## src/rtl/approx_err_sweep_monitor.sv

```systemverilog
// Exhaustive error sweep of one approximate abs_diff circuit against its exact value.
// Optional err_sum accumulator: define APPROX_ERR_SWEEP_SUM_EN.
module approx_err_sweep_monitor #(
    parameter int IN_W  = 4,
    parameter int OUT_W = 3,
    parameter int ET    = 2
) (
    input  logic             clk,
    input  logic             rst,
    input  logic             start,
    output logic [IN_W-1:0]  stim,
    input  logic [OUT_W-1:0] dut_out,
    output logic             busy,
    output logic             done,
    output logic             pass,
    output logic [OUT_W-1:0] max_err,
    output logic [IN_W-1:0]  worst_vec,
`ifdef APPROX_ERR_SWEEP_SUM_EN
    output logic [OUT_W+IN_W-1:0] err_sum,
`endif
    output logic [IN_W:0]    viol_cnt
);

    localparam int HW = IN_W / 2;

    typedef enum logic [1:0] {
        IDLE,
        DRIVE,
        SAMPLE,
        DONE
    } state_t;

    state_t state;

    logic [HW-1:0]    op_a;
    logic [HW-1:0]    op_b;
    logic [HW-1:0]    diff_ab;
    logic [OUT_W-1:0] exact;
    logic [OUT_W-1:0] err;
    logic             viol;
    logic             last_vec;
    logic [IN_W:0]    viol_next;

    always_comb begin
        op_a      = stim[HW-1:0];
        op_b      = stim[IN_W-1:HW];
        diff_ab   = (op_a >= op_b) ? (op_a - op_b) : (op_b - op_a);
        exact     = OUT_W'(diff_ab);
        err       = (dut_out >= exact) ? (dut_out - exact) : (exact - dut_out);
        viol      = (int'(err) > ET);
        last_vec  = (stim == {IN_W{1'b1}});
        viol_next = viol_cnt + {{IN_W{1'b0}}, viol};
    end

    always_ff @(posedge clk) begin
        if (rst) begin
            state     <= IDLE;
            stim      <= '0;
            busy      <= 1'b0;
            done      <= 1'b0;
            pass      <= 1'b0;
            max_err   <= '0;
            worst_vec <= '0;
            viol_cnt  <= '0;
`ifdef APPROX_ERR_SWEEP_SUM_EN
            err_sum   <= '0;
`endif
        end else begin
            unique case (state)
                IDLE, DONE: begin
                    if (start) begin
                        state     <= DRIVE;
                        stim      <= '0;
                        busy      <= 1'b1;
                        done      <= 1'b0;
                        pass      <= 1'b0;
                        max_err   <= '0;
                        worst_vec <= '0;
                        viol_cnt  <= '0;
`ifdef APPROX_ERR_SWEEP_SUM_EN
                        err_sum   <= '0;
`endif
                    end
                end
                DRIVE: begin
                    state <= SAMPLE;
                end
                SAMPLE: begin
                    // Strict compare so ties keep the earliest vector
                    if (err > max_err) begin
                        max_err   <= err;
                        worst_vec <= stim;
                    end
                    viol_cnt <= viol_next;
`ifdef APPROX_ERR_SWEEP_SUM_EN
                    err_sum  <= err_sum + (OUT_W+IN_W)'(err);
`endif
                    // Terminal check precedes increment, so stim never wraps
                    if (last_vec) begin
                        state <= DONE;
                        busy  <= 1'b0;
                        done  <= 1'b1;
                        pass  <= (viol_next == '0);
                    end else begin
                        stim  <= stim + 1'b1;
                        state <= DRIVE;
                    end
                end
                default: begin
                    state <= IDLE;
                end
            endcase
        end
    end

endmodule

```

## config.mk

```make
export PLATFORM = sky130hd
export DESIGN_NAME = approx_err_sweep_monitor
export DESIGN_NICKNAME = d
export VERILOG_FILES = /design/src/rtl/approx_err_sweep_monitor.sv
export SDC_FILE = /design/constraint.sdc
export NUM_CORES = 1
export LEC_CHECK = 0
export CORE_MARGIN = 4
export CORE_UTILIZATION = 55
export CTS_BUF_LIST = sky130_fd_sc_hd__clkbuf_8
export DETAILED_ROUTE_END_ITERATION = 10
export PLACE_DENSITY_LB_ADDON = 0.15
export SYNTH_ARGS = -nofsm -noshare
export SYNTH_HDL_FRONTEND = slang
export SYNTH_SLANG_ARGS = --single-unit
```

## constraint.sdc

```tcl
create_clock -name clk -period 9.5 [get_ports clk]
set_input_delay 0.95 -clock clk [delete_from_list [all_inputs] [get_ports clk]]
set_output_delay 0.95 -clock clk [all_outputs]
set_load 0.01 [all_outputs]
```

==> impl_metrics.json, run 1 <==
{
  "max_slew_margin_pct": 36.9,
  "ff_latch_area_sq_um": 420,
  "grt_max_degree": 20,
  "area_growth_pct": 20.9,
  "worst_setup_path_start_kind": "register",
  "grt_usage_pct": 19.0,
  "rsz0062_at_grt": "no",
  "core_sq_um": 2480,
  "overflow": 0,
  "place.gp.congestion": 0.850,
  "maxSlewViolCount": 0,
  "crit_fanout": 8,
  "cts_tree": "built",
  "drc_errors": 0,
  "clock.fmax_ghz": 0.219,
  "insertedDiodeCount": 0,
  "cp_num_buf_inv": 1,
  "synth_edf_count": 0,
  "yosysSeqAreaShare_pct": 29.6,
  "tightest_slew_ns": 0.920,
  "outcome": "finished, final reports clean",
  "crit_type": "reg2reg",
  "arrival_ns": 4.75,
  "cts_hold_buf": 0,
  "max_stage_delay_ns": 0.51,
  "power.total_mw": 0.288,
  "ir_worst_vdd_uv": 162,
  "synth-main-ff-cell": "dfxtp_1",
  "htreeDepth": 1,
  "worstPathRequired_ns": 9.67,
  "yosysUniqueCellTypes": 40,
  "final.period_utilization_pct": 48.2,
  "clkLatencyLatePin_ns": 0.26,
  "final_common_cell": "clkdlybuf4s50_1",
  "cts_root_buffer": "clkbuf_8",
  "mappedNetlistNets": 195,
  "cts_sinks": 21,
  "cp_common_cell": "ha_1",
  "grt_pass1_vias": 1200,
  "layout.nets": 217,
  "setup_tns_ns": 0,
  "routed_wl_microns": 2970,
  "start_util_pct": 57.4,
  "post_cts_buffers": 0,
  "grt_pass1_wl_microns": 5200,
  "synth-seq-cells": 21,
  "cpLargestDelayFamily": "adder cells",
  "ctsResizeCount": 0,
  "multi_input_area_sq_um": 911,
  "clkSlewWorstSetupHoldPaths_ns": 0.08,
  "crit_chain": "inv_1 > ha_1 > fa_1 > a31oi_1 > a21o_1 > fa_1 > and2_1 > a22o_1 > o31ai_1 > a21bo_2 > ha_1 > ha_1 > or4_1 > or4_1 > o32ai_2",
  "wl_per_cell_microns": 13.5,
  "synth_largest_area_cell": "dfxtp_1",
  "die_x_microns": 58.8,
  "vias_per_cell": 5.66,
  "synthCells": 169,
  "place.port_buffers": 24,
  "rows": 18,
  "chipHeight_microns": 58.8,
  "die-area_sq_um": 3460,
  "dp_hpwl_microns": 2290,
  "avgSynthCellArea_sq_um": 8.41,
  "dr.first_iter.drc_count": 49,
  "syn_area_sq_um": 1420,
  "p_per_area_nw_per_um2": 168,
  "cts_made_buffers": 3,
  "ys.warnings.count": 0,
  "cp_slowest_cell": "or4_1",
  "boundaryPins": 25,
  "worst_setup_path_end_kind": "register",
  "clock_path_buffers": 2,
  "yosysTopAreaCellShare_pct": 29.6,
  "ys_async_sr_fraction_pct": 0,
  "finalClockSkew_ns": 0.00673,
  "fin_crit_ns": 4.58,
  "fill_cells": 210,
  "drtAntennaViolNets": 0,
  "drive_gt1_share_pct": 4.74,
  "layout_common_cells": "clkdlybuf4s50_1, dfxtp_1, inv_1",
  "p_leak_nw": 0.687,
  "setup_viol": 0,
  "dr_total_vias": 1245,
  "dr.pass1.iters": 4,
  "hold_violations": 0,
  "yosys-top-cells-area": "dfxtp_1, ha_1, a21oi_1",
  "max-cap-violations": 0,
  "antenna_found_initial": 0,
  "hp-class": "reg2reg"
}
kinds of logic (layout without fill, tap and decap cells):
| logic type | after synthesis | count (layout) | share of synthesized area (%) |
|---|---|---|---|
| AO/OA/AOI/OAI | 46 | 46 | 22.3 |
| buffers and inverters | 24 | 45 | 6.34 |
| multiplexers | 2 | 2 | 1.41 |
| AND/OR/NAND/NOR | 55 | 55 | 20.6 |
| adder cells (fa/ha/maj) | 20 | 20 | 19.2 |
| XOR/XNOR | 1 | 1 | 0.616 |
| flip-flops | 21 | 21 | 29.6 |
stage by stage:
step | hold slack (ns) | instances | util [%] | setup slack [ns] | cell area (sq um)
6_report | 0.484 | 220 | 69.3 | 4.92 | 1720
5_1_grt | 0.513 | 220 | 69.3 | 4.67 | 1720
4_1_cts | 0.489 | 220 | 69.3 | 4.91 | 1720
3_5_place_dp | 0.467 | 216 | 67.5 | 4.77 | 1670
3_3_place_gp | 0.461 | 216 | 67.5 | 4.87 | 1670
2_1_floorplan | 0.502 | 169 | - | 5.18 | 1420
layout make-up:
cell class | instances | area share [%]
Multi-Input combinational cell | 124 | 53.0
Sequential cell | 21 | 24.5
Timing Repair Buffer | 24 | 14.0
Inverter | 17 | 3.71
Clock buffer | 3 | 2.40
Tap cell | 30 | 2.18
Clock inverter | 1 | 0.218
synth_stat cells (all sizes together) (3+ instances only):
master / number
dfxtp: 21
ha: 17
inv: 17
a21oi: 15
nand2: 10
nor2: 10
a22o: 7
nor3: 7
clkbuf: 6
nand3: 6
o21ai: 6
a211oi: 5
nand2b: 5
and2: 3
fa: 3
nor2b: 3
where the power goes:
group | switching, mW | total, mW | internal [mW]
logic | 0.0771 | 0.127 | 0.0495
registers | 0.00793 | 0.104 | 0.0966
clock network | 0.0281 | 0.0569 | 0.0287
total | 0.113 | 0.288 | 0.175
layer usage:
metal | vias up | share of wire (%) | global-route usage [%]
li1 | 640 | - | -
met1 | 577 | 47 | 24.7
met2 | 26 | 48 | 30.8
met3 | 2 | 3.8 | 3.73
met4 | 0 | 0.47 | 7.44
met5 | - | 0 | 0
sequential cells by signal, summed over array words and instances, names as in the netlist:
name / cells
stim: 4
state: 2
worst_vec: 4
done: 1
max_err: 3
busy: 1
viol_cnt: 5
pass: 1
path summary, 6_finish.rpt:
| path | to | from | slack, ns | depth (start not counted) |
|---|---|---|---|---|
| max reg2reg | pass | stim[0] | 4.92 | 15 |
| min reg2reg | worst_vec[3] | worst_vec[3] | 0.48 | 1 |
| max | pass | stim[0] | 4.92 | 15 |
| min | worst_vec[3] | worst_vec[3] | 0.48 | 1 |
Power figures use the tool's default switching activity.
==> run 2: changes to the inputs <==
- CORE_UTILIZATION: 55 -> 49
- clock period: 9.5 -> 4.15 ns (I/O delays scaled with it)
==> run 2 against run 1 <==
Clock power up 140%. Global-route usage down 0.70 points. Hold slack worse by 0.0035 ns. Cell area up 11%. Register-to-register slack worse by 4.9 ns. Clock skew about the same. Largest power group unchanged. Wire length up 15%. Combinational power rose to 2.8 times the previous value. Largest cell class unchanged. Count of clock-buffer cells in the layout unchanged.
==> impl_metrics.json, run 2 (synthesized netlist as in run 1, its figures left out) <==
{
  "place.port_buffers": 24,
  "dr.pass1.iters": 4,
  "holdPathEnd": "worst_vec[0]",
  "maxSlewViolCount": 0,
  "p_int_mw": 0.438,
  "grt_pass1_wl_microns": 5330,
  "dp_hpwl_microns": 2400,
  "r2r_end": "pass",
  "setup_tns_ns": 0,
  "clkLatencyLatePin_ns": 0.26,
  "dr.first_iter.drc_count": 47,
  "boundaryPins": 25,
  "instances_no_fill": 232,
  "p_per_area_nw_per_um2": 384,
  "clkSlewWorstSetupHoldPaths_ns": 0.08,
  "htreeDepth": 1,
  "fin_hold_ws_ns": 0.481,
  "power_frac_comb_pct": 48.3,
  "setup_viol": 0,
  "area_growth_pct": 33.7,
  "dr_total_vias": 1339,
  "p_leak_nw": 0.757,
  "largestRegisters": "viol_cnt: 5 flops, stim: 4 flops, worst_vec: 4 flops",
  "max_slew_margin_pct": 45.1,
  "die-area_sq_um": 3830,
  "ff2ff_path_depth": 15,
  "clock.fmax_ghz": 0.243,
  "finalClockSkew_ns": 0.00692,
  "start_util_pct": 51.5,
  "cts_sinks": 21,
  "rsz0062_at_grt": "yes",
  "hold_start": "worst_vec[0]",
  "seqPwrFrac_pct": 32.6,
  "drive_gt1_share_pct": 17.4,
  "core_sq_um": 2760,
  "hold_path_depth": 1,
  "hold_violations": 0,
  "hp-class": "reg2reg",
  "final_common_cell": "clkdlybuf4s50_1",
  "outcome": "finished, final reports clean",
  "die_x_microns": 61.9,
  "rows": 19,
  "tightest_slew_ns": 0.820,
  "routed_wl_microns": 3410,
  "power.net_switching_mw": 0.291,
  "cts_tree": "built",
  "cts_root_buffer": "clkbuf_8",
  "crit_fanout": 3,
  "clock_path_buffers": 2,
  "chipHeight_microns": 61.9,
  "insertedDiodeCount": 0,
  "clkPwrFrac_pct": 19.0,
  "reg2reg_setup_slack_ns": 0.04,
  "crit_type": "reg2reg",
  "placed_cell_area_sq_um": 1740,
  "largest-register": "viol_cnt",
  "vias_per_cell": 5.77,
  "max-cap-violations": 0,
  "wl_per_cell_microns": 14.7,
  "place.gp.congestion": 0.853,
  "switching_share_pct": 39.9,
  "setup_slack_ns": 0.0424,
  "largest_register_ffs": 5,
  "grt_pass1_vias": 1244,
  "power.total_mw": 0.729,
  "ir_worst_vdd_uv": 483,
  "final_util_pct": 68.9,
  "worst_setup_path_end_kind": "register",
  "grt_usage_pct": 18.3,
  "arrival_ns": 4.28,
  "worst_setup_path_start_kind": "register",
  "drtAntennaViolNets": 0,
  "fill_cells": 236,
  "grt_max_degree": 20,
  "placed_cells": 225,
  "stdcell_area_sq_um": 1900,
  "place_ws_ns": -0.0814,
  "worstPathRequired_ns": 4.33,
  "drc_errors": 0,
  "fin_crit_ns": 4.11,
  "layout.nets": 228,
  "layout_common_cells": "clkdlybuf4s50_1, dfxtp_1, inv_1, a21oi_1, ha_1",
  "r2r_start": "stim[0]",
  "overflow": 0,
  "final.period_utilization_pct": 99.0,
  "cts_made_buffers": 3,
  "antenna_found_initial": 0
}
## run 2: cell count changes in the layout (fill, tap and decap cells not counted), sizes merged
cell	before	now
buf	0	11
inv	18	17
clkinv	0	1
## run 2: power groups by stage
stage                     Sequential [mW]  Combinational [mW]  Clock (mW)
after floorplan                     0.246               0.209           0
after global placement              0.239               0.308           0
after detailed placement            0.241               0.315           0
after CTS                           0.236               0.322       0.142
after global routing                0.241               0.399       0.147
final                               0.238               0.352       0.139
## run 2: metal layers
metal	track usage (%)	up-vias	share of wire, %
met3	2.89	10	5.1
met2	31.4	38	48
met4	5.76	0	2.3
met1	23.4	628	45
met5	0	-	0
li1	-	663	-
## run 2: worst max-delay path, cell delays in order (launching register included)
cell,delay (ns)
dfxtp_4,0.36
inv_4,0.04
ha_4,0.15
fa_1,0.51
a31oi_1,0.05
a21o_1,0.22
fa_2,0.43
and2_4,0.15
a22o_1,0.22
o31ai_4,0.20
a21bo_4,0.26
ha_4,0.16
ha_4,0.21
or4_4,0.51
or4_4,0.44
o32ai_2,0.10
## run 2: cell type report
class	count	area, sq um	area share, %
inverter	17	66.3	3.49
tap	31	38.8	2.04
timing repair buffer	35	327	17.2
multi-input combinational	124	997	52.5
clock inverter	1	5.00	0.263
sequential	21	425	22.4
clock buffer	3	41.3	2.17
## run 2: worst max-delay path by stage
| stage | to | slack [ns] | from | cells past startpoint |
|---|---|---|---|---|
| after floorplan | pass | 0.004 | stim[0] | 15 |
| after global placement | pass | 0.05 | stim[0] | 15 |
| after detailed placement | pass | -0.08 | stim[0] | 15 |
| after CTS | worst_vec[1] | 0.009 | stim[0] | 17 |
| after global routing | pass | -0.08 | stim[0] | 15 |
| final | pass | 0.04 | stim[0] | 15 |
## run 2: what timing repair did
action	in CTS	in global routing
buffers inserted	1	2
endpoints found under the setup margin	7	8
pin swaps	5	8
hold buffers	0	0
gates resized for setup	4	15
endpoints found under the hold margin	0	0
==> run 3: changes to the inputs <==
- CAP_MARGIN: not set -> 30
- HOLD_SLACK_MARGIN: not set -> 0.05
==> results of run 3 <==
No change in the layout: final DEF, timing and power equal those of run 2.
